[src/rtl/wb_arb_pkg.sv]
// Shared types and helpers for the two-master Wishbone arbiter.
package wb_arb_pkg;

  localparam int ADR_W = 16;
  localparam int DAT_W = 16;

  typedef enum logic [1:0] {IDLE, OWN0, OWN1, DRAIN} arb_state_t;

  function automatic arb_state_t own_state(input logic m);
    return m ? OWN1 : OWN0;
  endfunction

  function automatic logic [1:0] gnt_of(input logic m);
    return m ? 2'b10 : 2'b01;
  endfunction

endpackage

[src/rtl/wb_arb_pick.sv]
// Combinational winner select between two requesters (0 = m0, 1 = m1).
module wb_arb_pick #(
  parameter bit RR = 1'b1
) (
  input  logic [1:0] req,
  input  logic       last,
  output logic       win
);

  always_comb begin
    win = 1'b0;
    // On a tie round-robin favours whoever did not own the bus last
    if (req == 2'b11) win = RR ? ~last : 1'b0;
    else              win = req[1];
  end

endmodule

[src/rtl/wb_arbiter2.sv]
// Two-master pipelined Wishbone arbiter: per-cycle grant, outstanding-strobe
// tracking, owner-only ack/data return and optional forced handover.
module wb_arbiter2
  import wb_arb_pkg::*;
#(
  parameter int RR       = 1,
  parameter int MAX_OUT  = 4,
  parameter int MAX_HOLD = 16
) (
  input  logic             clk,
  input  logic             rst,
  input  logic             m0_cyc,
  input  logic             m0_stb,
  input  logic             m0_we,
  input  logic [ADR_W-1:0] m0_adr,
  input  logic [DAT_W-1:0] m0_wdat,
  output logic [DAT_W-1:0] m0_rdat,
  output logic             m0_ack,
  output logic             m0_stall,
  input  logic             m1_cyc,
  input  logic             m1_stb,
  input  logic             m1_we,
  input  logic [ADR_W-1:0] m1_adr,
  input  logic [DAT_W-1:0] m1_wdat,
  output logic [DAT_W-1:0] m1_rdat,
  output logic             m1_ack,
  output logic             m1_stall,
  output logic             s_cyc,
  output logic             s_stb,
  output logic             s_we,
  output logic [ADR_W-1:0] s_adr,
  output logic [DAT_W-1:0] s_wdat,
  input  logic [DAT_W-1:0] s_rdat,
  input  logic             s_ack,
  input  logic             s_stall,
  output logic [1:0]       gnt
);

  localparam int OUT_W  = $clog2(MAX_OUT + 1);
  localparam int HOLD_W = (MAX_HOLD == 0) ? 1 : $clog2(MAX_HOLD + 1);
  localparam logic [OUT_W-1:0]  OUT_MAX  = OUT_W'(MAX_OUT);
  localparam logic [HOLD_W-1:0] HOLD_MAX = HOLD_W'(MAX_HOLD);
  localparam bit HOLD_EN = (MAX_HOLD != 0);

  arb_state_t        state_reg;
  logic              owner_reg;
  logic              last_reg;
  logic [OUT_W-1:0]  out_cnt_reg, out_cnt_next;
  logic [HOLD_W-1:0] hold_cnt_reg, hold_cnt_next;
  logic [1:0]        gnt_reg;

  logic             win;
  logic             sel_cyc, sel_stb, sel_we, other_cyc;
  logic [ADR_W-1:0] sel_adr;
  logic [DAT_W-1:0] sel_wdat;
  logic             out_full, hold_block, accepted, ack_ok, own_stall;

  wb_arb_pick #(.RR(RR != 0)) u_pick (
    .req  ({m1_cyc, m0_cyc}),
    .last (last_reg),
    .win  (win)
  );

  assign sel_cyc   = owner_reg ? m1_cyc  : m0_cyc;
  assign sel_stb   = owner_reg ? m1_stb  : m0_stb;
  assign sel_we    = owner_reg ? m1_we   : m0_we;
  assign sel_adr   = owner_reg ? m1_adr  : m0_adr;
  assign sel_wdat  = owner_reg ? m1_wdat : m0_wdat;
  assign other_cyc = owner_reg ? m0_cyc  : m1_cyc;

  assign out_full   = (out_cnt_reg == OUT_MAX);
  // Once the hold budget is spent and the other side waits, stop issuing new strobes
  assign hold_block = HOLD_EN && (hold_cnt_reg == HOLD_MAX) && other_cyc;
  assign accepted   = s_stb && !s_stall;
  assign ack_ok     = s_ack && (out_cnt_reg != '0) && (state_reg != IDLE);
  assign gnt        = gnt_reg;

  always_comb begin
    s_cyc     = 1'b0;
    s_stb     = 1'b0;
    s_we      = 1'b0;
    s_adr     = '0;
    s_wdat    = '0;
    own_stall = 1'b1;
    case (state_reg)
      OWN0, OWN1: begin
        s_cyc     = sel_cyc;
        s_stb     = sel_cyc && sel_stb && !out_full && !hold_block;
        s_we      = sel_we;
        s_adr     = sel_adr;
        s_wdat    = sel_wdat;
        own_stall = s_stall || out_full || hold_block;
      end
      DRAIN: s_cyc = sel_cyc && (out_cnt_reg != '0);
      default: ;
    endcase
  end

  always_comb begin
    m0_stall = m0_cyc;
    m1_stall = m1_cyc;
    m0_ack   = 1'b0;
    m1_ack   = 1'b0;
    m0_rdat  = '0;
    m1_rdat  = '0;
    if (state_reg != IDLE) begin
      if (owner_reg) begin
        m1_stall = own_stall;
        m1_ack   = ack_ok;
        m1_rdat  = s_rdat;
        m0_stall = 1'b1;
      end else begin
        m0_stall = own_stall;
        m0_ack   = ack_ok;
        m0_rdat  = s_rdat;
        m1_stall = 1'b1;
      end
    end
  end

  always_comb begin
    out_cnt_next = out_cnt_reg;
    if (accepted && !ack_ok)      out_cnt_next = out_cnt_reg + OUT_W'(1);
    else if (!accepted && ack_ok) out_cnt_next = out_cnt_reg - OUT_W'(1);
    hold_cnt_next = hold_cnt_reg;
    if (HOLD_EN && accepted && (hold_cnt_reg != HOLD_MAX))
      hold_cnt_next = hold_cnt_reg + HOLD_W'(1);
  end

  always_ff @(posedge clk) begin
    if (rst) begin
      state_reg    <= IDLE;
      owner_reg    <= 1'b0;
      last_reg     <= 1'b1;
      out_cnt_reg  <= '0;
      hold_cnt_reg <= '0;
      gnt_reg      <= 2'b00;
    end else begin
      case (state_reg)
        IDLE: begin
          if (m0_cyc || m1_cyc) begin
            owner_reg <= win;
            state_reg <= own_state(win);
            gnt_reg   <= gnt_of(win);
          end
        end
        default: begin
          // A finished drain ends the tenure exactly like the owner dropping cyc
          if (!sel_cyc || (state_reg == DRAIN && out_cnt_reg == '0)) begin
            out_cnt_reg  <= '0;
            hold_cnt_reg <= '0;
            last_reg     <= owner_reg;
            if (other_cyc) begin
              owner_reg <= ~owner_reg;
              state_reg <= own_state(~owner_reg);
              gnt_reg   <= gnt_of(~owner_reg);
            end else begin
              state_reg <= IDLE;
              gnt_reg   <= 2'b00;
            end
          end else begin
            out_cnt_reg  <= out_cnt_next;
            hold_cnt_reg <= hold_cnt_next;
            if (state_reg != DRAIN && HOLD_EN && hold_cnt_next == HOLD_MAX && other_cyc)
              state_reg <= DRAIN;
          end
        end
      endcase
    end
  end

endmodule

[config.mk]
export PLATFORM = sky130hd
export DESIGN_NAME = wb_arbiter2
export DESIGN_NICKNAME = d
export VERILOG_FILES = /design/src/rtl/wb_arb_pkg.sv /design/src/rtl/wb_arb_pick.sv /design/src/rtl/wb_arbiter2.sv
export SDC_FILE = /design/constraint.sdc
export NUM_CORES = 1
export LEC_CHECK = 0
export CORE_MARGIN = 2
export CORE_UTILIZATION = 26
export DETAILED_ROUTE_END_ITERATION = 16
export PLACE_DENSITY = 0.72
export SLEW_MARGIN = 25
export SYNTH_ARGS = -nofsm -noshare
export SYNTH_HDL_FRONTEND = slang
export SYNTH_HIERARCHICAL = 1
export SYNTH_SLANG_ARGS = --single-unit
[constraint.sdc]
create_clock -name clk -period 2.8 [get_ports clk]
set_input_delay 0.56 -clock clk [delete_from_list [all_inputs] [get_ports clk]]
set_output_delay 0.56 -clock clk [all_outputs]
set_load 0.02 [all_outputs]
==> results.cfg <==
[layout]
fillCellCount = 685
largest_register_ffs = 5
diodes = 0
fin_util = 0.5445
layout-drive-gt1-share = 0.09002
final_common_cell = clkdlybuf4s50_1
fin_nets = 508
layout_common_cells = clkdlybuf4s50_1, mux2i_1, nor2b_1
areaGrowthSynthToFinish_pct = 102.0

[clock_network]
clock-root-buffer = clkbuf_8
clock_path_buffers = 2
htreeDepth = 1
numClockSinks = 14
cts_tree = done
cts_buffers = 3
insertion_delay_ps = 250
cts_setup_buffers = 0
clk_pin_slew_worst_paths_ps = 70

[grt]
met1_usage = 0.2163
grt_pass1_wl_um = 10670
gr-total-overflow = 0
grtUsageTotal = 0.1730
grt_use_met2 = 0.3137
antenna_found_initial = 0
use_met3 = 0.03582
grt_start_max_net_pins = 34
globalRoute.busiestLayer = met2
grt_pass1_vias = 2198

[critical_path]
cp_slowest_cell = clkdlybuf4s50_1
crit_family = buffers and inverters
reg2reg_depth = 11
critPathBufInv = 2
r2r_slack_ps = 190
start_kind = primary input
critical-path-max-stage-delay_ps = 500
cp.arrival_ps = 2110
timing.rr.start = hold_cnt_reg[0]
path_class = in -> out
r2r-end = out_cnt_reg[2]
cp_data_required_time_ps = 2240
crit_chain = clkdlybuf4s50_1 -> mux2i_1 -> nor2_2 -> nor3_1 -> a2bb2oi_1 -> dlygate4sd2_1
end_kind = output pin
worst-path-max-fanout = 4

[route]
ant_nets = 0
vias = 2378
drtPass1Iterations = 4
drt_iter0_markers = 131
routed_wl_um = 7356
routedWlPerCell_um = 14.51
viasPerCell = 4.690
drc = 0

[place]
dp_hpwl_um = 5985
portBuffers = 162
place_congestion = 0.8407

[worst_hold_path]
holdPathEnd = gnt[1]
holdPathStages = 2
min_from = gnt[1]
holdCritPathClass = reg -> reg

[sta]
period_needed_ps = 2666
slew_headroom = 0.6550
final-hold-violation-count = 0
setup_tns_ps = 0
fin_crit_sh = 0.9520
setup_viol = 0
tightest_slew_ps = 515.9
slew_violations = 0
grt_setup_unrepaired = false
fin_skew_ps = 1.654
fmax_mhz = 375.2

[synth]
yosysWarnings = 6
ys_ff_latch = 14
synth.cell_area_mm2 = 0.001842
netlist_instances = 241
yosysSeqAreaShare = 0.1522
ys_async_sr_fraction = 0
synth.distinct_cells = 46
synth_area_per_cell_um2 = 7.642
synth_top_flop_cell = dfxtp_1
synth_edf_count = 0
synth_nets = 337

[pwr]
power_density_mw_per_mm2 = 917.8
vdd_drop_max_mv = 0.4890
leakage_nw = 1.411

[run]
cap_viol_max_count = 0

[floorplanning]
rows = 30
die-area_mm2 = 0.007773
boundaryPins = 163
initial_core_util = 0.2696
fp.dieH_um = 88.17
die_w_um = 88.17
core_mm2 = 0.006832

[run_status]
status = finished clean
stage by stage:
| step | hold WS (ps) | cell area [um^2] | power, mW | worst slack (ps) | instances |
|---|---|---|---|---|---|
| after floorplan | 476.0 | 1842 | 1.888 | 190.7 | 241 |
| after global placement | 466.4 | 3665 | 3.217 | -75.90 | 503 |
| after detailed placement | 468.6 | 3665 | 3.227 | -105.4 | 503 |
| after CTS | 497.3 | 3717 | 3.441 | 134.0 | 507 |
| after global routing | 543.3 | 3720 | 3.625 | 0.5891 | 507 |
| final | 488.5 | 3720 | 3.414 | 134.5 | 507 |
synthesized netlist by cell type, types with 2 or more instances:
library cell / count / area share
a2bb2oi_1: 2 / 0.0095
buf_2: 6 / 0.016
and3_1: 2 / 0.0068
nor4_1: 2 / 0.0068
a21oi_1: 14 / 0.038
nand2_1: 6 / 0.012
nand2b_1: 3 / 0.010
or3_1: 6 / 0.020
inv_1: 8 / 0.016
and4_1: 2 / 0.0095
clkbuf_1: 8 / 0.016
buf_6: 2 / 0.012
mux2i_1: 34 / 0.18
ha_1: 5 / 0.034
a31oi_1: 2 / 0.0068
dfxtp_1: 14 / 0.15
a41oi_1: 2 / 0.0095
nor2b_1: 34 / 0.12
xor2_1: 2 / 0.0095
o21ai_0: 6 / 0.016
and2_1: 33 / 0.11
nor2_1: 15 / 0.031
nand3_1: 4 / 0.011
nand4_1: 3 / 0.010
or4_1: 2 / 0.0081
nor3_1: 2 / 0.0054
a21o_1: 3 / 0.012
worst min-delay path, delay by kind of cell (launching register included):
family	cells	cell delay, ps
flops	1	340
simple gates	2	120
how the worst max path moves through the flow:
stage | start | slack (ps) | end | depth (start not counted)
after floorplan | hold_cnt_reg[0] | 190 | out_cnt_reg[2] | 12
after global placement | m0_cyc | -80 | s_stb | 6
after detailed placement | m1_cyc | -110 | out_cnt_reg[2] | 9
after CTS | hold_cnt_reg[0] | 130 | out_cnt_reg[2] | 11
after global routing | hold_cnt_reg[0] | 0.6 | out_cnt_reg[2] | 11
final | m1_cyc | 130 | m1_stall | 6
routing by layer:
| layer | part of all wire | up-vias |
|---|---|---|
| met3 | 0.070 | 2 |
| met4 | 0.0026 | 0 |
| met5 | 0 | - |
| met1 | 0.40 | 1093 |
| met2 | 0.52 | 98 |
| li1 | - | 1185 |
layout make-up:
class                      count  area, um^2  area share
clock buffer                   4       55.05     0.01480
timing repair buffer         183        1787      0.4803
multi-input combinational    202        1446      0.3888
tap                           96       120.1     0.03229
sequential                    14       281.5     0.07568
inverter                       8       30.03    0.008073
logic make-up after synthesis:
kind of cell / after synthesis / share of synthesized area
DFF: 14 / 0.1522
xor gates and xnor gates: 3 / 0.01427
adders and majority gates: 6 / 0.04484
AOI/OAI and AO/OA: 39 / 0.1467
buffers and inverters: 25 / 0.06522
and+or+nand+nor: 119 / 0.3859
muxes: 35 / 0.1909
timing repair:
item / CTS / global route
setup endpoints to repair: 5 / 3
gates resized for setup: 5 / 2
hold buffers: 0 / 0
pin swaps: 0 / 0
endpoints found under the hold margin: 0 / 0
power breakdown:
group,switching (mW),internal [mW],leakage [nW]
sequential,0.0390,0.245,0.115
clock,0.0844,0.125,0.0288
combinational,1.47,1.45,1.27
total,1.60,1.82,1.41
Note: power is estimated with default switching activity, not from simulation.
